==> src/rtl/spi_pkg.sv <==
// Shared types and constants for the SPI register-link responder.
package spi_pkg;

  // FSM states; the encoding is exported on the debug 'state' port.
  typedef enum logic [2:0] {
    IDLE     = 3'd0,
    ADDR     = 3'd1,
    RD_FETCH = 3'd2,
    RD_SHIFT = 3'd3,
    WR_DATA  = 3'd4,
    WAIT_SS  = 3'd5
  } spi_state_e;

  // The system clock must run at least this many times faster than sck.
  localparam int MIN_CLK_RATIO = 8;

  // The read flag is the MSB of the on-wire address field.
  function automatic int read_flag_bit(input int addr_bits);
    return addr_bits - 1;
  endfunction

  function automatic int max2(input int a, input int b);
    return (a > b) ? a : b;
  endfunction

endpackage

==> src/rtl/spi_sync_edge.sv <==
// Multi-stage synchronizer with rise/fall detection on the synchronized level.
module spi_sync_edge #(
  parameter int   SYNC_STAGES = 2,
  parameter logic RESET_VAL   = 1'b0
) (
  input  logic clk,
  input  logic rst_n,
  input  logic din,
  output logic dout,
  output logic rise,
  output logic fall
);

  logic [SYNC_STAGES-1:0] sync_q, sync_d;
  logic                   dly_q, dly_d;

  // Shift the raw input through the chain; keep one delayed copy of the last stage.
  always_comb begin
    sync_d = {sync_q[SYNC_STAGES-2:0], din};
    dly_d  = sync_q[SYNC_STAGES-1];
  end

  // Register the chain; reset to the line's idle level so no false edge follows reset.
  // NOTE: non-blocking assignments in clocked blocks so every flop samples pre-edge values.
  always_ff @(posedge clk or negedge rst_n) begin
    if (!rst_n) begin
      sync_q <= {SYNC_STAGES{RESET_VAL}};
      dly_q  <= RESET_VAL;
    end else begin
      sync_q <= sync_d;
      dly_q  <= dly_d;
    end
  end

  assign dout = sync_q[SYNC_STAGES-1];
  assign rise = dout & ~dly_q;
  assign fall = ~dout & dly_q;

endmodule

==> src/rtl/spi_slave_regs.sv <==
// SPI responder: decodes {R/W flag + address, data} frames into local register
// bus strobes and shifts read data back on miso.
// Optional build macro SPI_SLAVE_ABORT_STATS_EN adds abort_pulse/abort_count.
module spi_slave_regs
  import spi_pkg::*;
#(
  parameter int ADDR_BITS   = 8,
  parameter int DATA_BITS   = 16,
  parameter int SYNC_STAGES = 2
) (
  input  logic                 clk,
  input  logic                 reset,
  input  logic                 sck,
  input  logic                 ss_n,
  input  logic                 mosi,
  output logic                 miso,
  output logic [ADDR_BITS-2:0] reg_addr,
  output logic                 reg_wr_en,
  output logic [DATA_BITS-1:0] reg_wr_data,
  output logic                 reg_rd_en,
  input  logic [DATA_BITS-1:0] reg_rd_data,
  output logic                 busy,
  output logic [2:0]           state
`ifdef SPI_SLAVE_ABORT_STATS_EN
  ,
  output logic                 abort_pulse,
  output logic [7:0]           abort_count
`endif
);

  localparam int SH_W   = max2(ADDR_BITS, DATA_BITS);
  localparam int CNT_W  = $clog2(SH_W + 1);
  localparam int RD_FLAG = read_flag_bit(ADDR_BITS);

  // Synchronized levels and edges
  logic sck_s, sck_rise, sck_fall;
  logic ss_s, ss_rise, ss_fall;
  logic mosi_s, mosi_rise_unused, mosi_fall_unused;

  spi_sync_edge #(.SYNC_STAGES(SYNC_STAGES), .RESET_VAL(1'b0)) u_sync_sck (
    .clk(clk), .rst_n(reset), .din(sck),
    .dout(sck_s), .rise(sck_rise), .fall(sck_fall)
  );

  // ss_n idles high, so its chain resets high to avoid a phantom frame start.
  spi_sync_edge #(.SYNC_STAGES(SYNC_STAGES), .RESET_VAL(1'b1)) u_sync_ss (
    .clk(clk), .rst_n(reset), .din(ss_n),
    .dout(ss_s), .rise(ss_rise), .fall(ss_fall)
  );

  spi_sync_edge #(.SYNC_STAGES(SYNC_STAGES), .RESET_VAL(1'b0)) u_sync_mosi (
    .clk(clk), .rst_n(reset), .din(mosi),
    .dout(mosi_s), .rise(mosi_rise_unused), .fall(mosi_fall_unused)
  );

  // State and datapath registers
  spi_state_e           state_q, state_d;
  logic [CNT_W-1:0]     bit_cnt_q, bit_cnt_d;
  logic [SH_W-1:0]      shreg_q, shreg_d;
  logic [DATA_BITS-1:0] rd_shreg_q, rd_shreg_d;
  logic                 fetch_q, fetch_d;
  logic                 miso_q, miso_d;
  logic [ADDR_BITS-2:0] reg_addr_q, reg_addr_d;
  logic                 reg_wr_en_q, reg_wr_en_d;
  logic [DATA_BITS-1:0] reg_wr_data_q, reg_wr_data_d;
  logic                 reg_rd_en_q, reg_rd_en_d;

  logic [SH_W-1:0]      shifted;
  logic                 abort;

  // sck is ignored while sck_s is only needed for edges.
  assign shifted = {shreg_q[SH_W-2:0], mosi_s};
  // ss_rise mid-transfer aborts; it wins over any same-cycle sck edge.
  assign abort   = ss_rise && (state_q inside {ADDR, RD_FETCH, RD_SHIFT, WR_DATA});

  // Next-state and datapath update for the frame decoder.
  // NOTE: every variable gets a default first so no path leaves it unassigned (no latches).
  always_comb begin
    state_d       = state_q;
    bit_cnt_d     = bit_cnt_q;
    shreg_d       = shreg_q;
    rd_shreg_d    = rd_shreg_q;
    fetch_d       = fetch_q;
    miso_d        = miso_q;
    reg_addr_d    = reg_addr_q;
    reg_wr_en_d   = 1'b0;
    reg_wr_data_d = reg_wr_data_q;
    reg_rd_en_d   = 1'b0;

    if (abort) begin
      state_d = IDLE;
      miso_d  = 1'b0;
    end else begin
      unique case (state_q)
        IDLE: begin
          miso_d = 1'b0;
          if (ss_fall) begin
            state_d   = ADDR;
            bit_cnt_d = CNT_W'(ADDR_BITS - 1);
            shreg_d   = '0;
          end
        end
        ADDR: begin
          if (sck_rise) begin
            shreg_d = shifted;
            if (bit_cnt_q == '0) begin
              reg_addr_d = shifted[ADDR_BITS-2:0];
              shreg_d    = '0;
              if (shifted[RD_FLAG]) begin
                state_d     = RD_FETCH;
                reg_rd_en_d = 1'b1;
                fetch_d     = 1'b0;
              end else begin
                state_d   = WR_DATA;
                bit_cnt_d = CNT_W'(DATA_BITS - 1);
              end
            end else begin
              bit_cnt_d = bit_cnt_q - CNT_W'(1);
            end
          end
        end
        RD_FETCH: begin
          // First cycle: reg_rd_en is on the bus. Second: capture the returned data.
          if (!fetch_q) begin
            fetch_d = 1'b1;
          end else begin
            rd_shreg_d = reg_rd_data;
            bit_cnt_d  = CNT_W'(DATA_BITS);
            state_d    = RD_SHIFT;
          end
        end
        RD_SHIFT: begin
          if (sck_fall) begin
            if (bit_cnt_q != '0) begin
              miso_d     = rd_shreg_q[DATA_BITS-1];
              rd_shreg_d = {rd_shreg_q[DATA_BITS-2:0], 1'b0};
              bit_cnt_d  = bit_cnt_q - CNT_W'(1);
            end else begin
              miso_d  = 1'b0;
              state_d = WAIT_SS;
            end
          end
        end
        WR_DATA: begin
          if (sck_rise) begin
            shreg_d = shifted;
            if (bit_cnt_q == '0) begin
              reg_wr_en_d   = 1'b1;
              reg_wr_data_d = shifted[DATA_BITS-1:0];
              state_d       = WAIT_SS;
            end else begin
              bit_cnt_d = bit_cnt_q - CNT_W'(1);
            end
          end
        end
        WAIT_SS: begin
          miso_d = 1'b0;
          if (ss_rise) state_d = IDLE;
        end
        default: begin
          state_d = IDLE;
          miso_d  = 1'b0;
        end
      endcase
    end
  end

  // Frame decoder registers; every flop, including the shift registers, resets.
  always_ff @(posedge clk or negedge reset) begin
    if (!reset) begin
      state_q       <= IDLE;
      bit_cnt_q     <= '0;
      shreg_q       <= '0;
      rd_shreg_q    <= '0;
      fetch_q       <= 1'b0;
      miso_q        <= 1'b0;
      reg_addr_q    <= '0;
      reg_wr_en_q   <= 1'b0;
      reg_wr_data_q <= '0;
      reg_rd_en_q   <= 1'b0;
    end else begin
      state_q       <= state_d;
      bit_cnt_q     <= bit_cnt_d;
      shreg_q       <= shreg_d;
      rd_shreg_q    <= rd_shreg_d;
      fetch_q       <= fetch_d;
      miso_q        <= miso_d;
      reg_addr_q    <= reg_addr_d;
      reg_wr_en_q   <= reg_wr_en_d;
      reg_wr_data_q <= reg_wr_data_d;
      reg_rd_en_q   <= reg_rd_en_d;
    end
  end

  assign miso        = miso_q;
  assign reg_addr    = reg_addr_q;
  assign reg_wr_en   = reg_wr_en_q;
  assign reg_wr_data = reg_wr_data_q;
  assign reg_rd_en   = reg_rd_en_q;
  assign busy        = ~ss_s;
  assign state       = state_q;

`ifdef SPI_SLAVE_ABORT_STATS_EN
  logic       abort_pulse_q, abort_pulse_d;
  logic [7:0] abort_count_q, abort_count_d;

  // Pulse and saturating count of aborted frames.
  always_comb begin
    abort_pulse_d = abort;
    abort_count_d = abort_count_q;
    if (abort && (abort_count_q != 8'hFF)) abort_count_d = abort_count_q + 8'd1;
  end

  // Abort statistics registers.
  always_ff @(posedge clk or negedge reset) begin
    if (!reset) begin
      abort_pulse_q <= 1'b0;
      abort_count_q <= '0;
    end else begin
      abort_pulse_q <= abort_pulse_d;
      abort_count_q <= abort_count_d;
    end
  end

  assign abort_pulse = abort_pulse_q;
  assign abort_count = abort_count_q;
`endif

endmodule
==> config.mk <==
export PLATFORM = sky130hd
export DESIGN_NAME = spi_slave_regs
export DESIGN_NICKNAME = d
export VERILOG_FILES = /design/src/rtl/spi_pkg.sv /design/src/rtl/spi_sync_edge.sv /design/src/rtl/spi_slave_regs.sv
export SDC_FILE = /design/constraint.sdc
export NUM_CORES = 1
export LEC_CHECK = 0
export ABC_AREA = 1
export ABC_CLOCK_PERIOD_IN_PS = 1700
export CAP_MARGIN = 20
export CELL_PAD_IN_SITES_DETAIL_PLACEMENT = 0
export CELL_PAD_IN_SITES_GLOBAL_PLACEMENT = 1
export CORE_MARGIN = 1.5
export CORE_UTILIZATION = 36
export CTS_BUF_LIST = sky130_fd_sc_hd__clkbuf_4 sky130_fd_sc_hd__clkbuf_8 sky130_fd_sc_hd__clkbuf_16
export DETAILED_ROUTE_END_ITERATION = 12
export GPL_ROUTABILITY_DRIVEN = 1
export GPL_TIMING_DRIVEN = 0
export PLACE_DENSITY_LB_ADDON = 0.1
export SKIP_LAST_GASP = 1
export SLEW_MARGIN = 20
export SYNTH_ARGS = -nofsm -noshare
export SYNTH_HDL_FRONTEND = slang
export SYNTH_SLANG_ARGS = --single-unit
==> constraint.sdc <==
create_clock -name clk -period 1.7 [get_ports clk]
set_input_delay 0.17 -clock clk [delete_from_list [all_inputs] [get_ports clk]]
set_output_delay 0.17 -clock clk [all_outputs]
set_load 0.02 [all_outputs]
==> results.md, run 1 <==
CTS:
- The clock tree from TritonCTS is built.
- The H-tree generated during clock tree synthesis spans 3 levels.
- No sink is reached through more buffers than the 2 on the longest clock path.
- The TritonCTS sink count is 74.
- Clock-pin slew was measured on the worst setup and hold paths at 80 ps.
- The clock reaches the later pin of the worst-skew pair after 350 ps.
- The tree is rooted in a clkbuf_8.
- In this run, CTS created clock tree buffers numbering 9.

Synth:
- After synthesis the netlist holds a flip-flop and latch count of 74.
- The fraction of the mapped netlist area in compound gates is 7.689%.
- The sequential cell area fraction in the yosys report is 55.90%.
- The synthesized cell area is 3319 um^2.
- The count of cell types in the netlist is 23.
- The average instance area after synthesis is 8.511 um^2.
- Multiplexer cells account for 4.523% of the synthesized area.
- The area fraction of the dominant cell type after synthesis is 53.52%.
- The synthesized netlist net count is 412.
- The xor/xnor cell area share of the yosys netlist is 0.5277%.
- The cell taking the most area after synthesis is dfrtp_1.
- After synthesis, the cell types taking the most area are dfrtp_1 (54%), nand2_1 (17%), o21ai_1 (7.2%).
- After synthesis, the largest family of logic cells by area is simple AND/OR/NAND/NOR gates.
- Synthesis produced a netlist whose cell count is 390.
- The post-synthesis simple-gate area fraction is 25.52%.
- After Yosys synthesis, full adders, half adders and majority gates account for 0.3769% of the synthesized area.
- The number of warnings printed during yosys synthesis is 0.

Die:
- The placeable core region is 8848 um^2.
- The floorplan step defined a die boundary enclosing 9806 um^2.
- The horizontal die dimension is 99.03 um.
- The floorplan has 34 rows.
- The total I/O pin count is 51.
- The height of the chip is 99.03 um.
- The starting density of the core is 37.51%.

Critical path:
- For the worst flop-to-flop path, the logic depth is 10.
- The most critical setup path has its endpoint at state[2].
- The maximum fanout count along the critical path is 7.
- Walking the worst path, the cells encountered are clkdlybuf4s50_1.
- The data arrival time of the critical path is 1460 ps.
- Data on the critical path is required at its endpoint by 1530 ps.
- In this run the worst setup path begins at state[2]$_DFFE_PN0P_.
- In this run the number of cells on the critical path is 1.
- The number of buffers and inverters on the critical path is 1.
- In this run the register-to-register setup slack is 90 ps.
- The cell class contributing the biggest share of worst-path delay is buffers and inverters.
- The critical path in this run is classified as flop to primary output.
- The critical path's largest stage delay is 640 ps.
- For this design, the slowest cell found on the critical path is clkdlybuf4s50_1.
- The startpoint type of the worst setup path is a flop.
- The endpoint identified for the worst register-to-register timing path is shreg_q[10]$_DFFE_PN0P_.
- The startpoint identified for the worst register-to-register timing path is state[1]$_DFFE_PN0P_.
- STA classifies the critical path endpoint as a primary output.

Finish:
- The library cell used most frequently in the layout, excluding fill and tap cells, is nand2_1.
- Of the cells placed in the final design, the portion with a size suffix greater than 1 is 17.30%.
- The number of inserted diodes is 0.
- The end-of-flow core utilization is 50.71%.
- The growth of design area from synthesis to finish is 35.17%.
- The final net count is 491.
- After filler insertion, the fill cell instance count of the layout stands at 876.
- The library cells used most frequently in the layout, excluding fill and tap cells, are nand2_1 (148), dfrtp_1 (69), clkdlybuf4s50_1 (48), o21ai_1 (47), inv_1 (23).
- The finished layout holds 582 standard cells, fillers aside.

Place:
- Once detailed placement completed, the half-perimeter wirelength came to 5216 um.
- Port buffering added 50 buffers.
- The congestion estimate from routability-driven global placement came to 0.8054.
- The number of instances in the placed design is 549.

Timing:
- The final-layout setup total negative slack is 0 ps.
- In the finished design, the share of the clock period the worst path needs comes to 96.02%.
- The final-report hold violation count is 0.
- The final critical-path required period is 1632 ps.
- In this run the tightest slew margin relative to its limit is 79.54%.
- For the final database, setup skew stands at 10.38 ps.
- Setup repair after global routing could not meet its margin everywhere.
- Setup violations remaining at the end of the flow were counted as 0.
- At the pin with the least slew margin, the transition time is 306.9 ps.
- The top achievable clock speed is 612.6 MHz.
- The number of slew-limit violations in the final report was 0.

Route:
- The number of DRC violations after detailed-routing iteration 0 is 130.
- After detailed routing, the total wire length is 7882 um.
- The number of vias per cell is 4.861.
- In the routed design, unresolved DRC markers number 0.
- Summing over every cut layer, the via total after detailed routing is 2829.
- The number of search-and-repair iterations in the first detailed-routing pass is 4.
- Once detail routing completed, the nets flagged for antenna violations numbered 0.
- In the final routed layout, each cell accounts on average for 13.54 um.

Global routing:
- Entering global routing, the biggest net connects 55 pins.
- Global routing used 17.33% of the available tracks.
- The first global-routing pass estimated 13280 um of wire.
- Global routing finished with a remaining overflow of 0.
- The number of antenna violations at the first check in global routing is 0.
- The via count of the first global-routing pass was 2684.

Power and ir drop:
- Across the VDD grid, the largest voltage drop is 0.0005059 V.
- For this design the ratio of total power to cell area is 1351 nW/um^2.
- The overall power is 6.061 mW.
- Summed over all cells, the static leakage comes to 2.246 nW.

Hold path:
- The hold-critical path depth is 1.
- The class of the most critical hold timing path is input port to flop.

Status:
- The flow ran to the end, and the final reports show no timing, DRC or antenna violations.

Run:
- The number of violations of the max-capacitance limit is 0.
-- cell families (layout without fill, tap and decap cells) --
family	Yosys count	in the layout
and+or+nand+nor	203	203
DFF	74	74
AOI/OAI and AO/OA	51	51
buffers and inverters	44	128
muxes	15	15
xor gates and xnor gates	2	2
adders and majority gates	1	1
-- where the power goes --
group          switching (mW)  total [mW]  internal [mW]
combinational            1.47        2.53           1.06
clock                   0.693        1.39          0.698
sequential              0.173        2.14           1.97
-- routing by layer --
metal  track usage (%)  up-vias  wire (um)
met2             25.25       60       3563
met3             4.752        8        341
met4             5.934        0         93
met5                 0        -          0
met1             24.86     1358       3884
li1                  -     1403          -
-- synth_stat cells --
cell / instances
nor2_1: 13
nand3_2: 2
o21ai_1: 48
dfstp_2: 3
nand2_2: 2
nand3_1: 20
nand2_1: 153
nand4_1: 4
nand4_2: 1
buf_2: 13
xor2_1: 1
mux2i_1: 15
nor2_2: 3
nor3_1: 2
inv_2: 5
nand3b_1: 1
inv_1: 26
nand2_4: 1
dfrtp_1: 71
o21ai_0: 3
ha_1: 1
xnor2_1: 1
or2_0: 1
-- registers in the layout, summed over array words and instances (netlist names), 2 cells and up --
| register | flops |
|---|---|
| reg_wr_data | 16 |
| u_sync_ss.sync_q | 2 |
| u_sync_mosi.sync_q | 2 |
| u_sync_sck.sync_q | 2 |
| reg_addr | 7 |
| state | 3 |
| shreg_q | 15 |
| bit_cnt_q | 5 |
| rd_shreg_q | 16 |
-- layout make-up --
class / count / area [um^2] / area share, %
sequential: 74 / 1858 / 41.41
multi-input combinational: 272 / 1403 / 31.26
timing repair buffer: 68 / 655.6 / 14.61
tap: 108 / 135.1 / 3.012
clock buffer: 10 / 131.4 / 2.928
buffer: 13 / 122.6 / 2.733
inverter: 31 / 116.4 / 2.593
clock inverter: 6 / 65.06 / 1.450
-- per-stage QoR --
step,setup WS (ps),area [um^2],hold WS [ps]
after floorplan,43.67,3319,-125.6
after global placement,-2231,3955,338.4
after detailed placement,-334.4,3980,88.88
after CTS,1.547,4330,223.9
after global routing,-27.65,4487,224.5
final,67.59,4487,242.5
-- how the worst min path moves through the flow --
stage                                          startpoint                              end  slack [ps]
after global placement    u_sync_mosi.sync_q[0]$_DFF_PN0_  u_sync_mosi.sync_q[1]$_DFF_PN0_         340
after CTS                                            ss_n    u_sync_ss.sync_q[0]$_DFF_PN1_         220
after detailed placement                            reset         bit_cnt_q[3]$_DFFE_PN0P_          90
final                                                ss_n    u_sync_ss.sync_q[0]$_DFF_PN1_         240
after global routing                                 mosi  u_sync_mosi.sync_q[0]$_DFF_PN0_         220
after floorplan                                     reset         bit_cnt_q[0]$_DFFE_PN0P_        -130
-- repair_timing --
item | 4_1_cts | 5_1_grt
gates resized for setup | 30 | 21
endpoints found under the hold margin | 20 | 0
pin swaps | 3 | 6
endpoints found under the setup margin | 65 | 62
cloned | 0 | 2
hold buffers | 1 | 0
buffers inserted | 5 | 9
(Power assumes the default switching activity.)
==> inputs of run 2 (changes only) <==
--- a/config.mk
+++ b/config.mk
@@ -13,6 +13,7 @@
 export CORE_MARGIN = 1.5
 export CORE_UTILIZATION = 36
 export CTS_BUF_LIST = sky130_fd_sc_hd__clkbuf_4 sky130_fd_sc_hd__clkbuf_8 sky130_fd_sc_hd__clkbuf_16
+export CTS_CLUSTER_SIZE = 30
 export DETAILED_ROUTE_END_ITERATION = 12
 export GPL_ROUTABILITY_DRIVEN = 1
 export GPL_TIMING_DRIVEN = 0
==> results of run 2 <==
The final DEF is identical to that of run 1; final timing and power are the same.
